**src/rtl/param_sync_fifo_pkg.sv**
```systemverilog
// rtl/param_sync_fifo_pkg.sv - shared defaults and read-mode enum for param_sync_fifo
package param_sync_fifo_pkg;

  localparam int FIFO_DW_DEF    = 16;
  localparam int FIFO_DEPTH_DEF = 8;

  typedef enum logic {
    FIFO_STD  = 1'b0,
    FIFO_FWFT = 1'b1
  } fifo_mode_e;

endpackage

```
**src/rtl/fifo_mem.sv**
```systemverilog
// rtl/fifo_mem.sv - single-clock storage array, one write port, one asynchronous read port
module fifo_mem #(
  parameter int DATA_WIDTH = 16,
  parameter int DEPTH      = 8
) (
  input  logic                     clk,
  input  logic                     we,
  input  logic [$clog2(DEPTH)-1:0] waddr,
  input  logic [DATA_WIDTH-1:0]    wdata,
  input  logic [$clog2(DEPTH)-1:0] raddr,
  output logic [DATA_WIDTH-1:0]    rdata
);

  // No reset on the array: contents survive rst by design.
  logic [DATA_WIDTH-1:0] mem [DEPTH];

  always_ff @(posedge clk) begin
    if (we) begin
      mem[waddr] <= wdata;
    end
  end

  assign rdata = mem[raddr];

endmodule

```
**src/rtl/param_sync_fifo.sv**
```systemverilog
// rtl/param_sync_fifo.sv - synchronous FIFO with arbitrary depth, status pulses and STD/FWFT read modes
module param_sync_fifo
  import param_sync_fifo_pkg::*;
#(
  parameter int DATA_WIDTH = FIFO_DW_DEF,
  parameter int DEPTH      = FIFO_DEPTH_DEF,
  parameter int AF_TH      = DEPTH - 1,
  parameter int AE_TH      = 1,
  parameter int FWFT       = 0
) (
  input  logic                       clk,
  input  logic                       rst,
  input  logic [DATA_WIDTH-1:0]      data_in,
  input  logic                       wr_en,
  input  logic                       rd_en,
  output logic [DATA_WIDTH-1:0]      data_out,
  output logic                       rd_valid,
  output logic                       wr_ack,
  output logic                       overflow,
  output logic                       underflow,
  output logic                       full,
  output logic                       empty,
  output logic                       almostfull,
  output logic                       almostempty,
  output logic [$clog2(DEPTH+1)-1:0] count
);

  localparam int AW = $clog2(DEPTH);
  localparam int CW = $clog2(DEPTH + 1);
  localparam fifo_mode_e MODE = (FWFT != 0) ? FIFO_FWFT : FIFO_STD;

  logic [AW-1:0]         wr_ptr;
  logic [AW-1:0]         rd_ptr;
  logic [DATA_WIDTH-1:0] mem_rdata;
  logic                  wr_accept;
  logic                  rd_accept;
  logic                  mem_we;

  // Explicit wrap so non-power-of-two depths never index past DEPTH-1.
  function automatic logic [AW-1:0] ptr_next(input logic [AW-1:0] p);
    return (p == AW'(DEPTH - 1)) ? '0 : p + AW'(1);
  endfunction

  assign empty       = (count == '0);
  assign full        = (count == CW'(DEPTH));
  assign almostfull  = (count >= CW'(AF_TH));
  assign almostempty = !empty && (count <= CW'(AE_TH));

  assign rd_accept = rd_en && !empty;
  assign wr_accept = wr_en && (!full || rd_accept);
  assign mem_we    = wr_accept && !rst;

  always_ff @(posedge clk) begin
    if (rst) begin
      wr_ptr    <= '0;
      rd_ptr    <= '0;
      count     <= '0;
      wr_ack    <= 1'b0;
      overflow  <= 1'b0;
      underflow <= 1'b0;
    end else begin
      if (wr_accept) wr_ptr <= ptr_next(wr_ptr);
      if (rd_accept) rd_ptr <= ptr_next(rd_ptr);
      case ({wr_accept, rd_accept})
        2'b10:   count <= count + CW'(1);
        2'b01:   count <= count - CW'(1);
        default: count <= count;
      endcase
      wr_ack    <= wr_accept;
      overflow  <= wr_en && !wr_accept;
      underflow <= rd_en && !rd_accept;
    end
  end

  fifo_mem #(
    .DATA_WIDTH (DATA_WIDTH),
    .DEPTH      (DEPTH)
  ) u_mem (
    .clk   (clk),
    .we    (mem_we),
    .waddr (wr_ptr),
    .wdata (data_in),
    .raddr (rd_ptr),
    .rdata (mem_rdata)
  );

  generate
    if (MODE == FIFO_FWFT) begin : g_fwft
      // Head word is visible as soon as it lands; masked to zero while empty.
      assign data_out = empty ? '0 : mem_rdata;
      assign rd_valid = !empty;
    end else begin : g_std
      logic [DATA_WIDTH-1:0] dout_q;
      logic                  valid_q;

      always_ff @(posedge clk) begin
        if (rst) begin
          dout_q  <= '0;
          valid_q <= 1'b0;
        end else begin
          valid_q <= rd_accept;
          if (rd_accept) dout_q <= mem_rdata;
        end
      end

      assign data_out = dout_q;
      assign rd_valid = valid_q;
    end
  endgenerate

endmodule

```
**config.mk**
```make
export PLATFORM = sky130hd
export DESIGN_NAME = param_sync_fifo
export DESIGN_NICKNAME = d
export VERILOG_FILES = /design/src/rtl/param_sync_fifo_pkg.sv /design/src/rtl/fifo_mem.sv /design/src/rtl/param_sync_fifo.sv
export SDC_FILE = /design/constraint.sdc
export NUM_CORES = 1
export LEC_CHECK = 0
export ABC_AREA = 0
export CORE_MARGIN = 8
export CORE_UTILIZATION = 52
export DETAILED_ROUTE_END_ITERATION = 12
export PLACE_DENSITY = 0.8
export SETUP_SLACK_MARGIN = 0.5
export SLEW_MARGIN = 20
export SYNTH_ARGS = -nofsm -noshare
export SYNTH_HDL_FRONTEND = slang
export SYNTH_SLANG_ARGS = --single-unit
```
**constraint.sdc**
```tcl
create_clock -name clk -period 2.7 [get_ports clk]
set_clock_uncertainty 0.05 [all_clocks]
set_input_delay 0.27 -clock clk [delete_from_list [all_inputs] [get_ports clk]]
set_output_delay 0.27 -clock clk [all_outputs]
set_load 0.01 [all_outputs]
```
==> run summary <==
Max-cap violations = 0
R2R Path Start = count[0]
TritonCTS clock tree = done
CP cell instances = inv_1, ha_2, or3b_4, inv_2, or3b_1, a211oi_2, mux2_1
Clock Tree Root = clkbuf_16
Vias/cell = 5.97
RePlAce Congestion = 0.860
Post-Syn Nets = 407
unrepaired setup endpoints after global routing = false
post-DP HPWL = 7040 um
R2R setup slack = 0.59 ns
Worst path slowest cell = or3b_1
Slew HR = 42.6%
Seq/Total Area, Yosys = 72.3%
commonest non-fill, non-tap cell in the layout = edfxtp_1
status = completed
cell taking the most area after synthesis = edfxtp_1
DR iter-0 viols = 383
# port buffers = 47
Post-Synth XOR/XNOR Area = 0.285%
maximum vdd drop = 0.592 mV
post-synthesis adder-cell area fraction = 1.63%
Core Rows = 39
largest family of logic cells by synthesized area = multiplexers
critical path class = reg -> reg
worst-path maximum fanout = 7
area share of the largest cell type after synthesis = 62.5%
Synth Area in Compound Gates = 7.86%
Least-Margin Pin Slew = 0.860 ns
R2R Path End = count[2]
Hold WC Path Type = reg -> reg
H-tree levels = 4
remaining antenna violation count = 0
CTS sink cnt = 158
Final Slew Violations = 0
cells after synthesis = 379
TritonRoute pass-1 iters = 5
first-pass GRT wire length = 19600 um
antenna violations before repair = 0
ANT cells = 0
die span in y = 125 um
critical path arrival = 2.36 ns
clock tree buffer depth = 2
Synth area leaders = edfxtp_1 (63%), mux2i_1 (11%), dfxtp_1 (9.8%)
Top Ports = 48
largest net degree at the start of global routing = 41
HP Start = data_out[9]
fin nets = 466
most frequent cells in the layout = edfxtp_1 (128), mux2i_1 (66), clkdlybuf4s50_1 (44), a22oi_1 (32), dfxtp_1 (27)
Worst EP required = 2.95 ns
Layout area overhead = 21.4%
setup repair bufs after CTS = 0
nature of the critical path endpoint = flop
GRT Util Overall = 16.3%
layout cells sized above 1 = 13.1%
cts hold-fix bufs = 0
Syn Area/Cell = 16.2 um2
drt drc = 0
mux cell area share after synthesis = 11.1%
fmax = 474 MHz
Inst Count DP = 562
vias in the first global route = 3641
final wirelength = 13000 um
Inserted Clock Buffers = 17
die area = 15600 um2
Clock transition at path regs = 0.06 ns
Vias = 3545
worst skew pair latency = 0.41 ns
crit start category = flop
final worst path period share = 78.1%
Reg2Reg Depth = 7
Period minus WS final = 2.11 ns
Post-Layout Cell Count = 594
Setup TNS Final = 0 ns
DR WL/cell = 21.8 um
Post-CTS Resized = 7
max incr delay on CP = 0.38 ns
synthesized area = 6150 um2
core area = 11500 um2
CP startpoint = count[0]
Die Width = 125 um
yosys warns = 0
Critical Path Sink = count[2]
number of synthesized register bits = 158
Simple-Gate Fraction of Synth Area = 4.99%
Setup Viol. Count Final = 0
starting density of the core = 53.6%
grt total ovfl = 0
final-report hold violation count = 0
synth unique cells = 38
Leak = 2.48 nW
pwr/cell area = 855 nW/um2
## how the worst min path moves through the flow
stage / endpoint / slack (ns) / depth (start not counted)
floorplan: u_mem.mem[0][0] / 0.32 / 0
global placement: data_out[9] / 0.40 / 1
detailed placement: data_out[9] / 0.41 / 1
CTS: data_out[9] / 0.43 / 1
global route: data_out[6] / 0.46 / 1
finish: data_out[9] / 0.42 / 1
## synth_stat cells, drive strengths merged
cell and count:
edfxtp 128, mux2i 66, a22oi 32, dfxtp 30, a32o 16, nor2 14
buf 11, nand2 11, clkbuf 10, a21oi 8, ha 8, inv 5
nand2b 5, nor3 5, nand3 3, nand4b 3, nor2b 3, nor3b 3
or3 3, mux2 2, o21ai 2, or3b 2, a211oi 1, a311oi 1
and2 1, and3b 1, nand4bb 1, nor4 1, o21a 1, xnor2 1
xor2 1
## final cells by class
| class | count | area (um2) |
|---|---|---|
| inverter | 5 | 18.8 |
| sequential | 158 | 4450 |
| clock inverter | 14 | 180 |
| multi-input combinational | 195 | 1620 |
| fill | 767 | 4000 |
| tap | 143 | 179 |
| timing repair buffer | 61 | 572 |
| clock buffer | 18 | 439 |
## stage by stage
stage | worst slack (ns) | hold slack, ns | instance area, um2 | total power [mW] | utilization, %
6_report | 0.592 | 0.422 | 7460 | 6.38 | 65.1
2_1_floorplan | 0.300 | 0.319 | 6160 | 3.55 | -
3_5_place_dp | 0.284 | 0.411 | 6830 | 3.95 | 59.5
4_1_cts | 0.454 | 0.426 | 7460 | 6.41 | 65.0
3_3_place_gp | 0.378 | 0.402 | 6830 | 3.91 | 59.5
5_1_grt | 0.508 | 0.462 | 7460 | 6.59 | 65.1
## kinds of logic (layout without fill, tap and decap cells)
kind of cell	Yosys count	in the layout
fa+ha+maj	8	8
buf+inv	26	98
simple gates	56	56
compound gates	61	61
xor+xnor	2	2
flops	158	158
mux	68	68
## per-layer routing
layer	share of wire, %	global-route usage, %
met1	40	18.1
met4	1.6	7.16
met5	0	0
met3	6.2	4.30
met2	52	28.8
## worst max-delay path: cells and delay by family (launching register included)
family	cells	cell delay [ns]
compound gates	1	0.22
fa+ha+maj	1	0.20
buf+inv	2	0.14
flops	1	0.37
mux	1	0.34
simple gates	2	0.66
## registers in the layout (all words and copies together) (netlist names), 3 cells and up
name / count
wr_ptr: 3
data_out: 16
rd_ptr: 3
count: 4
u_mem.mem: 128
## power breakdown
| group | switching (mW) | total (mW) | leakage, nW | internal, mW |
|---|---|---|---|---|
| sequential | 0.160 | 2.91 | 1.40 | 2.75 |
| clock | 0.973 | 2.47 | 0.298 | 1.50 |
| combinational | 0.499 | 1.01 | 0.778 | 0.507 |
No activity file was read; power rests on OpenSTA's default activity.
